--- config.mk ---
export PLATFORM = sky130hd
export DESIGN_NAME = vdp18_access_sched
export DESIGN_NICKNAME = d
export VERILOG_FILES = /design/src/rtl/vdp18_pkg.sv /design/src/rtl/vdp18_access_sched.sv
export SDC_FILE = /design/constraint.sdc
export NUM_CORES = 1
export LEC_CHECK = 0
export CORE_MARGIN = 5
export CORE_UTILIZATION = 45
export DETAILED_ROUTE_END_ITERATION = 10
export DONT_BUFFER_PORTS = 1
export PLACE_DENSITY_LB_ADDON = 0.08
export RECOVER_POWER = 50
export SLEW_MARGIN = 20
export SYNTH_ARGS = -nofsm -noshare
export SYNTH_HDL_FRONTEND = slang
export SYNTH_SLANG_ARGS = --single-unit
--- constraint.sdc ---
create_clock -name clk_i -period 3.2 [get_ports clk_i]
set_clock_uncertainty 0.2 [all_clocks]
set_input_delay 0.48 -clock clk_i [delete_from_list [all_inputs] [get_ports clk_i]]
set_output_delay 0.48 -clock clk_i [all_outputs]
set_load 0.01 [all_outputs]
--- src/rtl/vdp18_pkg.sv ---
// Shared VDP18 types and the per-mode VRAM slot allocation table.
// The access scheduler and any VRAM client decode access_t from here.
package vdp18_pkg;

  typedef enum logic [1:0] {
    TEXTM  = 2'd0,
    GRAPH1 = 2'd1,
    GRAPH2 = 2'd2,
    MULTIC = 2'd3
  } opmode_t;

  typedef enum logic [2:0] {
    AC_NONE = 3'd0,
    AC_PNT  = 3'd1,
    AC_PCT  = 3'd2,
    AC_PGT  = 3'd3,
    AC_CPU  = 3'd4
  } access_t;

  localparam int SLOTS_GRAPH  = 4;
  localparam int SLOTS_TEXT   = 3;
  localparam int PIX_PER_SLOT = 2;

  // Last pixel phase of a pattern before pix_q wraps to 0.
  localparam logic [2:0] PIX_LAST_GRAPH = 3'(SLOTS_GRAPH * PIX_PER_SLOT - 1);
  localparam logic [2:0] PIX_LAST_TEXT  = 3'(SLOTS_TEXT * PIX_PER_SLOT - 1);

  // Slot owner inside the active display area. AC_CPU marks a slot the CPU
  // may use; whether it actually does depends on a pending request.
  function automatic access_t slot_access(input opmode_t mode, input logic [1:0] slot);
    access_t acc;
    acc = AC_NONE;
    case (mode)
      TEXTM: begin
        case (slot)
          2'd0:    acc = AC_PNT;
          2'd1:    acc = AC_PGT;
          2'd2:    acc = AC_CPU;
          default: acc = AC_NONE;
        endcase
      end
      MULTIC: begin
        case (slot)
          2'd0:    acc = AC_PNT;
          2'd1:    acc = AC_NONE;
          2'd2:    acc = AC_PGT;
          default: acc = AC_CPU;
        endcase
      end
      default: begin
        case (slot)
          2'd0:    acc = AC_PNT;
          2'd1:    acc = AC_PCT;
          2'd2:    acc = AC_PGT;
          default: acc = AC_CPU;
        endcase
      end
    endcase
    return acc;
  endfunction

endpackage

--- src/rtl/vdp18_access_sched.sv ---
// VRAM access slot scheduler: divides each pattern into 2-pixel slots and
// grants them to the display fetch pipeline or to a pending CPU request.
module vdp18_access_sched
  import vdp18_pkg::*;
(
  input  logic       clk_i,
  input  logic       reset_n_i,
  input  logic       clk_en_5m37_i,
  input  opmode_t    opmode_i,
  input  logic       line_start_i,
  input  logic       active_i,
  input  logic       cpu_req_i,
  output access_t    access_type_o,
  output logic       clk_en_acc_o,
  output logic       cpu_ack_o,
  output logic [1:0] slot_o
);

  logic [2:0] pix_q, pix_d;
  logic       pending_q, pending_d;
  logic       armed_q, armed_d;
  access_t    access_type_q, access_type_d;
  logic [1:0] slot_q, slot_d;

  logic       pix_wrap;
  logic       slot_start;
  access_t    slot_kind;

  // The access completes on the last pixel of its slot; the ack rides along.
  assign clk_en_acc_o  = clk_en_5m37_i & pix_q[0];
  assign cpu_ack_o     = clk_en_acc_o & (access_type_q == AC_CPU);
  assign access_type_o = access_type_q;
  assign slot_o        = slot_q;

  // NOTE: every signal assigned here gets a default first, so no path can
  // leave it unassigned and infer a latch.
  always_comb begin
    pix_wrap = (opmode_i == TEXTM) ? (pix_q >= PIX_LAST_TEXT)
                                   : (pix_q == PIX_LAST_GRAPH);
    pix_d = pix_q;
    if (line_start_i) begin
      pix_d = '0;
    end else if (clk_en_5m37_i) begin
      pix_d = pix_wrap ? 3'd0 : pix_q + 3'd1;
    end

    // A request is latched only once per assertion: armed re-opens when the
    // CPU releases cpu_req_i after being acknowledged.
    pending_d = pending_q;
    armed_d   = armed_q;
    if (cpu_ack_o) begin
      pending_d = 1'b0;
      armed_d   = 1'b0;
    end else begin
      if (cpu_req_i && armed_q) pending_d = 1'b1;
      if (!cpu_req_i)           armed_d   = 1'b1;
    end

    slot_start = (line_start_i | clk_en_5m37_i) & ~pix_d[0];
    slot_kind  = active_i ? slot_access(opmode_i, pix_d[2:1]) : AC_CPU;

    // Use the post-ack pending state so back-to-back CPU slots cannot
    // grant the same request twice.
    access_type_d = access_type_q;
    slot_d        = slot_q;
    if (slot_start) begin
      slot_d        = pix_d[2:1];
      access_type_d = (slot_kind == AC_CPU && !pending_d) ? AC_NONE : slot_kind;
    end
  end

  // NOTE: sequential state uses non-blocking assignments so every flop
  // samples the pre-edge values regardless of statement order.
  always_ff @(posedge clk_i or negedge reset_n_i) begin
    if (!reset_n_i) begin
      pix_q         <= '0;
      pending_q     <= 1'b0;
      armed_q       <= 1'b1;
      access_type_q <= AC_NONE;
      slot_q        <= '0;
    end else begin
      pix_q         <= pix_d;
      pending_q     <= pending_d;
      armed_q       <= armed_d;
      access_type_q <= access_type_d;
      slot_q        <= slot_d;
    end
  end

endmodule

# Word-level counts from Yosys, hierarchy flattened
# Cells that the tools add are included.
dict set report word_totals {
  ff_bits 10
  out_inout_bits 7
  wordCells 38
  input_bits 8
}
dict set report classes {
  add_sub_neg 1
  bitwise 5
  n_eq_ne 7
  n_lt_le_gt_ge 1
  reduce_logical 5
  n_mux 14
}
# op n
set op_table {}
lappend op_table {{$pmux 3 s3} 3}
lappend op_table {{$mux 3} 5}
lappend op_table {{$eq 3x3->1 const B} 3}
lappend op_table {{$pmux 3 s2} 1}
lappend op_table {{$mux 1} 5}
lappend op_table {{$eq 2x2->1 const B} 2}
lappend op_table {{$logic_not 2->1} 2}
lappend op_table {{$add 3x1->3 const B} 1}
lappend op_table {{$and 1x1->1} 3}
lappend op_table {{$ge 3x3->1 const B} 1}
lappend op_table {{$eq 2x1->1 const B} 1}
lappend op_table {{$logic_and 1x1->1} 2}
lappend op_table {{$ne 2x1->1 const B} 1}
lappend op_table {{$logic_not 1->1} 1}
lappend op_table {{$not 1->1} 1}
lappend op_table {{$or 1x1->1} 1}

# Longest topological paths before layout
# Gate-level depths: netlist of run 1.
dict set report logic_depth {
  ltp_word 12
  ltp_mapped 11
  ltp_nobuf 11
}

# Worst setup path after synthesis of run 1
# No wires, ideal clock.
dict set report synth_timing {
  kind {flip-flop to flip-flop}
  startpoint {reg pix_q[0]}
  endpoint {reg access_type_q[1] (netlist: access_type_o[1])}
  slack_ns 0.764
  stages_incl_launch_ff 10
  n_path_buf 0
  t_required_ns 2.875
  t_arrival_ns 2.111
  synth_period_minus_slack_ns 2.436
  setup_time_ns 0.125
  path_cell_list {dfrtp_1 -> ha_1 -> ha_1 -> nand2b_4 -> nand4_1 -> a21o_1 -> ha_1 -> a221o_1 -> and3_1 -> mux2_2}
}
dict set report synth_via {
  elab_chain_cells 12
  word_cells_on_any_way 24
  classes_between {add/sub: 1; order compare: 1; eq/ne: 4; mux: 11; bitwise: 4; reduce/logical: 3}
}
# item line
set synth_rtl {}
lappend synth_rtl {{start: declaration} vdp18_access_sched.sv:19} ;# logic [2:0] pix_q, pix_d;
lappend synth_rtl {{start signal: assignment} vdp18_access_sched.sv:82} ;# pix_q <= pix_d;
lappend synth_rtl {{$ge 3x3->1 or $eq 3x3->1 (tied branches)} {vdp18_access_sched.sv:38, vdp18_access_sched.sv:39}}
lappend synth_rtl {{$mux 1} vdp18_access_sched.sv:38} ;# pix_wrap = (opmode_i == TEXTM) ? (pix_q >= PIX_LAST_TEXT)
lappend synth_rtl {{$mux 3} vdp18_access_sched.sv:44} ;# pix_d = pix_wrap ? 3'd0 : pix_q + 3'd1;
lappend synth_rtl {{$mux 3} vdp18_access_sched.sv:43} ;# end else if (clk_en_5m37_i) begin
lappend synth_rtl {{$mux 3} vdp18_access_sched.sv:41} ;# if (line_start_i) begin
lappend synth_rtl {{$eq 2x2->1 (tied with other cells)} {vdp18_pkg.sv:35, vdp18_pkg.sv:43, vdp18_pkg.sv:51}}
lappend synth_rtl {{$pmux 3 s3, on equally long branches} {vdp18_pkg.sv:51, vdp18_pkg.sv:35, vdp18_pkg.sv:43}}
lappend synth_rtl {{$pmux 3 s2} vdp18_pkg.sv:33} ;# case (mode)
lappend synth_rtl {{$mux 3} vdp18_access_sched.sv:60} ;# slot_kind = active_i ? slot_access(opmode_i, pix_d[2:1]) : AC_CPU;
lappend synth_rtl {{$eq 3x3->1} vdp18_access_sched.sv:68} ;# access_type_d = (slot_kind == AC_CPU && !pending_d) ? AC_NONE : slot_kind;
lappend synth_rtl {{$logic_and 1x1->1} vdp18_access_sched.sv:68}
lappend synth_rtl {{$mux 3} vdp18_access_sched.sv:68}
lappend synth_rtl {{end signal: assignment} vdp18_access_sched.sv:85} ;# access_type_q <= access_type_d;
lappend synth_rtl {{end: declaration} vdp18_access_sched.sv:22} ;# access_t access_type_q, access_type_d;
# Parallel ways exist; a longest one is shown, timed or not.
# A chain may end at the register's enable or synchronous reset.

# Worst setup path in the final report of run 1
dict set report layout_timing {
  startpoint {reg pix_q[0]}
  endpoint {reg access_type_q[1] (netlist: access_type_o[1])}
}
dict set report layout_via {
  elab_chain_cells 12
  word_cells_on_any_way 24
  classes_between {add/sub: 1; order compare: 1; eq/ne: 4; mux: 11; bitwise: 4; reduce/logical: 3}
}
# item line
set layout_rtl {}
lappend layout_rtl {{$ge 3x3->1 or $eq 3x3->1 (tied branches)} {vdp18_access_sched.sv:38, vdp18_access_sched.sv:39}}
lappend layout_rtl {{$mux 1} vdp18_access_sched.sv:38}
lappend layout_rtl {{$mux 3 (*)} vdp18_access_sched.sv:44}
lappend layout_rtl {{$mux 3 (*)} vdp18_access_sched.sv:43}
lappend layout_rtl {{$mux 3 (*)} vdp18_access_sched.sv:41}
lappend layout_rtl {{named net pix_d[1]} vdp18_access_sched.sv:19}
lappend layout_rtl {{$eq 2x2->1 (tied with other cells)} {vdp18_pkg.sv:35, vdp18_pkg.sv:43, vdp18_pkg.sv:51}}
lappend layout_rtl {{$pmux 3 s3, on equally long branches} {vdp18_pkg.sv:51, vdp18_pkg.sv:35, vdp18_pkg.sv:43}}
lappend layout_rtl {{$pmux 3 s2 (*)} vdp18_pkg.sv:33}
lappend layout_rtl {{$mux 3 (*)} vdp18_access_sched.sv:60}
lappend layout_rtl {{$eq 3x3->1} vdp18_access_sched.sv:68}
lappend layout_rtl {{$logic_and 1x1->1} vdp18_access_sched.sv:68}
lappend layout_rtl {{$mux 3 (*)} vdp18_access_sched.sv:68}
# The timed path passes the listed nets; every way through them passes the cells marked *.

==> results of run 1 <==
-- worst max path at each step --
stage / slack (ns) / to / startpoint / cells past startpoint
2_1_floorplan: 0.76 / access_type_o[1] / opmode_i[0] / 9
3_3_place_gp: 0.54 / access_type_o[1] / opmode_i[0] / 10
3_5_place_dp: 0.53 / access_type_o[1] / opmode_i[0] / 10
4_1_cts: 0.57 / access_type_o[1] / pix_q[0] / 9
5_1_grt: 0.37 / access_type_o[1] / pix_q[1] / 10
6_report: 0.57 / access_type_o[1] / pix_q[0] / 9
-- metal layers --
layer  GRT usage  vias up  wire [um]
li1            -      244          -
met4      0.0269        0          0
met5           0        -          0
met1       0.139      232        529
met2       0.193       14        581
met3      0.0703        0        124
-- registers in the layout, indices dropped and copies added, names as in the netlist --
signal         count
access_type_o      3
pix_q              3
slot_o             2
armed_q            1
pending_q          1
-- cell families after synthesis --
logic type	Yosys count
adder cells (fa/ha/maj)	9
flip-flops	10
AND/OR/NAND/NOR	22
multiplexers	5
buffers and inverters	8
AO/OA/AOI/OAI	13
-- cell usage in the layout, fill, tap and decap left out, drive strengths merged, types with 2 or more instances in the layout --
| master | n |
|---|---|
| ha | 9 |
| dfrtp | 9 |
| nor2 | 8 |
| inv | 7 |
| clkbuf | 4 |
| nand2 | 3 |
| mux2 | 3 |
| a21oi | 3 |
| a31oi | 3 |
| nand4 | 2 |
| nand3 | 2 |
| and3 | 2 |
| o21a | 2 |
| mux2i | 2 |
| nand2b | 2 |
-- metrics by stage --
step / hold WS [ns] / power, W
3_3_place_gp: -0.0154 / 0.000196
5_1_grt: 0.0479 / 0.000332
3_5_place_dp: -0.0154 / 0.000196
6_report: 0.0701 / 0.000309
2_1_floorplan: -0.0156 / 0.000188
4_1_cts: 0.0639 / 0.000313
-- timing repair --
action	4_1_cts	5_1_grt
hold buffers	1	0
endpoints found under the hold margin	10	0
endpoints found under the setup margin	0	0
-- layout make-up --
cell class	count	area, um^2	area share
Multi-Input combinational cell	49	398	0.536
Inverter	7	26.3	0.0354
Tap cell	16	20.0	0.0270
Timing Repair Buffer	1	10.0	0.0135
Clock buffer	4	36.3	0.0489
Sequential cell	10	251	0.339
-- power by group through the flow --
stage | combinational [W] | clock (W) | sequential (W)
after detailed placement | 0.0000440 | 0 | 0.000152
final | 0.0000469 | 0.000113 | 0.000149
after CTS | 0.0000477 | 0.000116 | 0.000149
after floorplan | 0.0000386 | 0 | 0.000149
after global routing | 0.0000544 | 0.000126 | 0.000151
after global placement | 0.0000445 | 0 | 0.000151
==> metrics.txt, run 1 <==
# TYPE chip_impl_metric gauge
chip_impl_metric{name="cp.arrival",unit="ns"} 2.58
chip_impl_metric{name="power.share.sequential",unit=""} 0.483
chip_impl_metric{name="max_cap_violations",unit=""} 0
chip_impl_info{name="timing.critical_path.from_type",value="register"} 1
chip_impl_metric{name="setup_violations",unit=""} 0
chip_impl_metric{name="synth.distinct_cells",unit=""} 25
chip_impl_metric{name="register_area_share_after_synthesis",unit=""} 0.369
chip_impl_metric{name="layout.cell_area.non_filler",unit="um^2"} 742
chip_impl_metric{name="cellPowerDensity",unit="nW/um^2"} 416
chip_impl_metric{name="fp.dieArea",unit="um^2"} 2390
chip_impl_metric{name="cp.buffers_inverters",unit=""} 1
chip_impl_info{name="rr_startpoint",value="pix_q[0]"} 1
chip_impl_metric{name="clock.fmax",unit="MHz"} 380
chip_impl_metric{name="synth_area",unit="um^2"} 681
chip_impl_metric{name="report.final.hold_viol_count",unit=""} 0
chip_impl_metric{name="synth.mux.area_fraction",unit=""} 0.0790
chip_impl_metric{name="antenna_cells_inserted",unit=""} 0
chip_impl_metric{name="syn-mean-instance-area",unit="um^2"} 10.2
chip_impl_metric{name="numClockSinks",unit=""} 10
chip_impl_metric{name="clk_path_buf_depth",unit=""} 2
chip_impl_metric{name="timing.reg2reg.setup_slack",unit="ns"} 0.57
chip_impl_metric{name="critPathMaxStageDelay",unit="ns"} 0.43
chip_impl_info{name="cell_by_cell_listing_of_the_critical_path",value="ha_1 > o211ai_2 > nand4_1 > nand2_1 > inv_1 > ha_1 > a221o_1 > and3_1 > mux2_2"} 1
chip_impl_metric{name="filler_cell_count",unit=""} 141
chip_impl_metric{name="ys.warnings.count",unit=""} 0
chip_impl_info{name="tritoncts",value="done"} 1
chip_impl_metric{name="finalMaxSlewViolations",unit=""} 0
chip_impl_metric{name="placement.setup.worst_slack",unit="ns"} 0.525
chip_impl_metric{name="power_switching_share",unit=""} 0.261
chip_impl_info{name="min-delay-start",value="line_start_i"} 1
chip_impl_info{name="grt_setup_unrepaired",value="no"} 1
chip_impl_metric{name="dr.first_iter.drc_count",unit=""} 5
chip_impl_metric{name="p_int",unit="W"} 0.000228
chip_impl_metric{name="postLayoutCoreUtil",unit=""} 0.504
chip_impl_metric{name="synth_enable_flop_cells",unit=""} 0
chip_impl_metric{name="floorplan.io_pins",unit=""} 15
chip_impl_metric{name="reg2reg_depth",unit=""} 9
chip_impl_metric{name="synth_largest_type_area_fraction",unit=""} 0.331
chip_impl_info{name="worst_path_max_delay_cell",value="sky130_fd_sc_hd__dfrtp_1"} 1
chip_impl_metric{name="switchingPower",unit="W"} 0.0000807
chip_impl_metric{name="dp_hpwl",unit="um"} 1020
chip_impl_metric{name="synth_compound_area_frac",unit=""} 0.164
chip_impl_metric{name="cp_data_required_time",unit="ns"} 3.15
chip_impl_metric{name="gr-usage-all-layers",unit=""} 0.121
chip_impl_metric{name="dpl_cell_area",unit="um^2"} 696
chip_impl_metric{name="die_y",unit="um"} 48.9
chip_impl_info{name="commonest_cells_in_the_synthesized_netlist",value="9 x sky130_fd_sc_hd__dfrtp_1, 9 x sky130_fd_sc_hd__ha_1, 8 x sky130_fd_sc_hd__nor2_1, 7 x sky130_fd_sc_hd__inv_1"} 1
chip_impl_metric{name="synth_xor_area_frac",unit=""} 0
chip_impl_metric{name="drt_drc_violations_left",unit=""} 0
chip_impl_metric{name="chipWidth",unit="um"} 48.9
chip_impl_metric{name="num-nets-final",unit=""} 89
chip_impl_metric{name="fin_tns_setup",unit="ns"} 0
chip_impl_metric{name="period_needed",unit="ns"} 2.63
chip_impl_metric{name="power.static_leakage",unit="nW"} 0.372
chip_impl_metric{name="yosys.area_share.adder",unit=""} 0.165
chip_impl_metric{name="floorplan.initialDensity",unit=""} 0.463
chip_impl_metric{name="cts_inserted_buffers",unit=""} 3
chip_impl_info{name="worstHoldPathType",value="in -> reg"} 1
chip_impl_info{name="crit_path_end_kind",value="register"} 1
chip_impl_info{name="ys_dominant_reg_cell",value="sky130_fd_sc_hd__dfrtp_1"} 1
chip_impl_metric{name="post_route_antenna_net_violation_count",unit=""} 0
chip_impl_info{name="crit_type",value="reg -> reg"} 1
chip_impl_metric{name="dp_cells",unit=""} 82
chip_impl_metric{name="power_frac_clock",unit=""} 0.365
chip_impl_metric{name="grt_start_max_net_pins",unit=""} 11
chip_impl_metric{name="max_slew_margin",unit=""} 0.716
chip_impl_metric{name="post_cts_resize_count",unit=""} 0
chip_impl_metric{name="clock_insertion_delay_worst_skew",unit="ns"} 0.26
chip_impl_metric{name="ir_drop",unit="mV"} 0.288
chip_impl_metric{name="fp.coreArea",unit="um^2"} 1470
chip_impl_metric{name="syn2layout_area_growth",unit="%"} 9.01
chip_impl_metric{name="drt_wl_cell",unit="um"} 14.2
chip_impl_info{name="worst_path_dominant_cell_family",value="simple AND/OR/NAND/NOR gates"} 1
chip_impl_info{name="combinational_family_with_the_most_area_after_synthesis",value="simple AND/OR/NAND/NOR gates"} 1
chip_impl_metric{name="post_cts_setup_repair_buffer_count",unit=""} 0
chip_impl_metric{name="drtPass1Iterations",unit=""} 2
chip_impl_info{name="synthTopCellsByArea",value="sky130_fd_sc_hd__dfrtp_1 33%, sky130_fd_sc_hd__ha_1 17%, sky130_fd_sc_hd__mux2_2 5.0%"} 1
chip_impl_info{name="r2r_end",value="access_type_o[1]"} 1
chip_impl_info{name="clock_tree_root_buffer_cell",value="sky130_fd_sc_hd__clkbuf_4"} 1
chip_impl_metric{name="ys_seq_elements",unit=""} 10
chip_impl_metric{name="grt-ovfl-total",unit=""} 0
chip_impl_metric{name="timing.critical_path.fanout_max",unit=""} 5
chip_impl_metric{name="syn-num-nets",unit=""} 84
chip_impl_metric{name="routed_vias_inst",unit=""} 5.63
chip_impl_metric{name="comb_power_share",unit=""} 0.152
chip_impl_metric{name="grt_pass1_wl",unit="um"} 2280
chip_impl_metric{name="grt_pass1_vias",unit=""} 529
chip_impl_metric{name="routabilityCongestion",unit=""} 0.773
chip_impl_metric{name="post_synth_inst_count",unit=""} 67
chip_impl_metric{name="totalWireLength",unit="um"} 1240
chip_impl_metric{name="grt_antenna_before_repair",unit=""} 0
chip_impl_metric{name="row_count",unit=""} 14
chip_impl_metric{name="buffer_ports.inserted",unit=""} 0
chip_impl_metric{name="timing_worst_slew_pin_value",unit="ns"} 0.424
chip_impl_metric{name="fin_crit_sh",unit=""} 0.822
chip_impl_info{name="hold_end",value="pix_q[0]"} 1
chip_impl_metric{name="path_clk_slew",unit="ns"} 0.07
chip_impl_info{name="synth_top_area_cell",value="sky130_fd_sc_hd__dfrtp_1"} 1
chip_impl_metric{name="post_synth_and_or_nand_nor_area_fraction",unit=""} 0.176
chip_impl_metric{name="setup_ws",unit="ns"} 0.568
chip_impl_metric{name="min_delay_path_depth",unit=""} 1
chip_impl_metric{name="final_cell_count_no_fill",unit=""} 87
chip_impl_info{name="cp_common_cell",value="sky130_fd_sc_hd__ha_1"} 1
chip_impl_info{name="status",value="finished, final reports clean"} 1
chip_impl_metric{name="vias",unit=""} 490
chip_impl_metric{name="layout-drive-gt1-share",unit=""} 0.155
chip_impl_metric{name="async_reset_ff_frac",unit=""} 1.00
chip_impl_metric{name="cts.htree.levels",unit=""} 1
No activity file was read; power rests on OpenSTA's default activity.
==> run 2: changes to the inputs <==
clock period = 2.5 ns   (was 3.2 ns; I/O delays follow)
==> run 2 against run 1 <==
Largest power group unchanged. Core utilization rose by 11 points. Maximum frequency up 7.3%. Flip-flop and latch count did not move. Highest routed layer is now met4. Clock power is essentially flat. Die area unchanged.
==> metrics.txt, run 2 (same netlist as run 1, synthesis figures left out) <==
# TYPE chip_impl_metric gauge
chip_impl_metric{name="final.hold.worst_slack",unit="ns"} 0.102
chip_impl_metric{name="timing_worst_slew_pin_value",unit="ns"} 0.447
chip_impl_metric{name="period_needed",unit="ns"} 2.45
chip_impl_metric{name="drt_drc_violations_left",unit=""} 0
chip_impl_metric{name="wl_met3",unit="um"} 109
chip_impl_metric{name="grt_start_max_net_pins",unit=""} 11
chip_impl_metric{name="grt-ovfl-total",unit=""} 0
chip_impl_info{name="clock_tree_root_buffer_cell",value="sky130_fd_sc_hd__clkbuf_4"} 1
chip_impl_metric{name="finalMaxSlewViolations",unit=""} 0
chip_impl_metric{name="min_delay_path_depth",unit=""} 2
chip_impl_metric{name="routabilityCongestion",unit=""} 0.747
chip_impl_metric{name="drtPass1Iterations",unit=""} 1
chip_impl_metric{name="report.final.hold_viol_count",unit=""} 0
chip_impl_info{name="timing.critical_path.from_type",value="register"} 1
chip_impl_metric{name="fp.coreArea",unit="um^2"} 1470
chip_impl_metric{name="grt_antenna_before_repair",unit=""} 0
chip_impl_metric{name="numClockSinks",unit=""} 10
chip_impl_metric{name="floorplan.io_pins",unit=""} 15
chip_impl_metric{name="die_y",unit="um"} 48.9
chip_impl_metric{name="syn2layout_area_growth",unit="%"} 33.3
chip_impl_info{name="crit_type",value="reg -> reg"} 1
chip_impl_metric{name="antenna_cells_inserted",unit=""} 0
chip_impl_metric{name="dp_hpwl",unit="um"} 1120
chip_impl_info{name="highest_layer",value="met4"} 1
chip_impl_metric{name="final_cell_count_no_fill",unit=""} 104
chip_impl_metric{name="max_slew_margin",unit=""} 0.701
chip_impl_metric{name="cts.htree.levels",unit=""} 1
chip_impl_info{name="mostFrequentLayoutCell",value="sky130_fd_sc_hd__buf_4"} 1
chip_impl_metric{name="cp.arrival",unit="ns"} 2.40
chip_impl_metric{name="grt_pass1_wl",unit="um"} 2640
chip_impl_info{name="grt_setup_unrepaired",value="yes"} 1
chip_impl_metric{name="fp.dieArea",unit="um^2"} 2390
chip_impl_metric{name="power.static_leakage",unit="nW"} 0.437
chip_impl_info{name="crit_path_end_kind",value="register"} 1
chip_impl_metric{name="totalWireLength",unit="um"} 1520
chip_impl_metric{name="ir_drop",unit="mV"} 0.272
chip_impl_metric{name="num-nets-final",unit=""} 106
chip_impl_info{name="final_cell_mix",value="15 x sky130_fd_sc_hd__buf_4, 9 x sky130_fd_sc_hd__dfrtp_1, 7 x sky130_fd_sc_hd__inv_1, 7 x sky130_fd_sc_hd__nor2_1"} 1
chip_impl_metric{name="met1_length",unit="um"} 623
chip_impl_metric{name="dr.first_iter.drc_count",unit=""} 0
chip_impl_metric{name="met2_length",unit="um"} 783
chip_impl_metric{name="setup_violations",unit=""} 0
chip_impl_metric{name="clk_path_buf_depth",unit=""} 2
chip_impl_metric{name="timing.critical_path.fanout_max",unit=""} 4
chip_impl_metric{name="gr-usage-all-layers",unit=""} 0.140
chip_impl_metric{name="path_clk_slew",unit="ns"} 0.06
chip_impl_metric{name="post_route_antenna_net_violation_count",unit=""} 0
chip_impl_metric{name="fin_crit_sh",unit=""} 0.981
chip_impl_metric{name="layout-drive-gt1-share",unit=""} 0.364
chip_impl_metric{name="row_count",unit=""} 14
chip_impl_metric{name="floorplan.initialDensity",unit=""} 0.463
chip_impl_metric{name="cellPowerDensity",unit="nW/um^2"} 426
chip_impl_info{name="worstHoldPathType",value="in -> reg"} 1
chip_impl_metric{name="drt_wl_cell",unit="um"} 14.6
chip_impl_metric{name="reg2reg_depth",unit=""} 8
chip_impl_info{name="tritoncts",value="done"} 1
chip_impl_metric{name="clock.fmax",unit="MHz"} 408
chip_impl_metric{name="chipWidth",unit="um"} 48.9
chip_impl_metric{name="grt_pass1_vias",unit=""} 618
chip_impl_metric{name="cts_inserted_buffers",unit=""} 3
chip_impl_metric{name="dp_cells",unit=""} 89
chip_impl_metric{name="routed_vias_inst",unit=""} 5.22
chip_impl_metric{name="buffer_ports.inserted",unit=""} 0
chip_impl_metric{name="vias",unit=""} 543
chip_impl_info{name="status",value="finished, final reports clean"} 1
chip_impl_metric{name="clock_insertion_delay_worst_skew",unit="ns"} 0.26
chip_impl_metric{name="cp_data_required_time",unit="ns"} 2.45
chip_impl_metric{name="max_cap_violations",unit=""} 0
## run 2: cell count changes in the layout (fill, tap and decap cells not counted), sizes merged
cell         delta
dlygate4sd3     +2
buf            +15
## run 2: metal layers
metal  track usage  vias up
li1              -      276
met1         0.162      250
met2         0.237       15
met3        0.0612        2
met4        0.0269        0
met5             0        -
## run 2: power by group
| group | total (W) | internal, W | switching, W | leakage [nW] |
|---|---|---|---|---|
| registers | 0.000191 | 0.000175 | 0.0000152 | 0.125 |
| logic | 0.0000810 | 0.0000430 | 0.0000380 | 0.298 |
| clock network | 0.000115 | 0.0000616 | 0.0000529 | 0.0150 |
| total | 0.000386 | 0.000280 | 0.000106 | 0.437 |
## run 2: final timing paths
path | startpoint | endpoint | slack [ns]
hold reg to reg | armed_q | armed_q | 0.28
max in group asynchronous | reset_n_i | armed_q | 1.47
setup / recovery | pix_q[1] | access_type_o[1] | 0.05
setup reg to reg | pix_q[1] | access_type_o[1] | 0.05
hold / removal | clk_en_5m37_i | pix_q[0] | 0.10
min in group asynchronous | reset_n_i | pending_q | 0.29
## run 2: what timing repair did
action	in CTS	in global routing
hold buffers	3	0
gates resized for setup	3	8
pin swaps	2	10
endpoints found under the hold margin	12	0
setup buffers	9	0
setup endpoints to repair	1	3
## run 2: final cells by class
type                       instances  area [um^2]
timing repair buffer              18          143
inverter                           7         26.3
clock buffer                       4         26.3
fill                             135          564
sequential                        10          251
tap                               16         20.0
multi-input combinational         49          440
## run 2: critical path: stages, from the launching register on
cell and delay (ns):
sky130_fd_sc_hd__dfrtp_1 0.41, sky130_fd_sc_hd__ha_2 0.21, sky130_fd_sc_hd__ha_4 0.26, sky130_fd_sc_hd__nand4_1 0.12
sky130_fd_sc_hd__a21o_1 0.22, sky130_fd_sc_hd__ha_2 0.18, sky130_fd_sc_hd__a221o_1 0.34, sky130_fd_sc_hd__and3_4 0.15
sky130_fd_sc_hd__mux2_4 0.25
## run 2: through the flow
stage	TNS, ns	setup slack [ns]	total power, W	cell area [um^2]	util
detailed placement	-0.0445	-0.0445	0.000258	748	0.509
finish	0	0.0468	0.000386	907	0.616
global placement	-0.00188	-0.00188	0.000256	748	0.509
floorplan	0	0.0644	0.000240	681	-
global route	-0.0652	-0.0473	0.000418	907	0.616
CTS	0	0.0106	0.000388	880	0.598
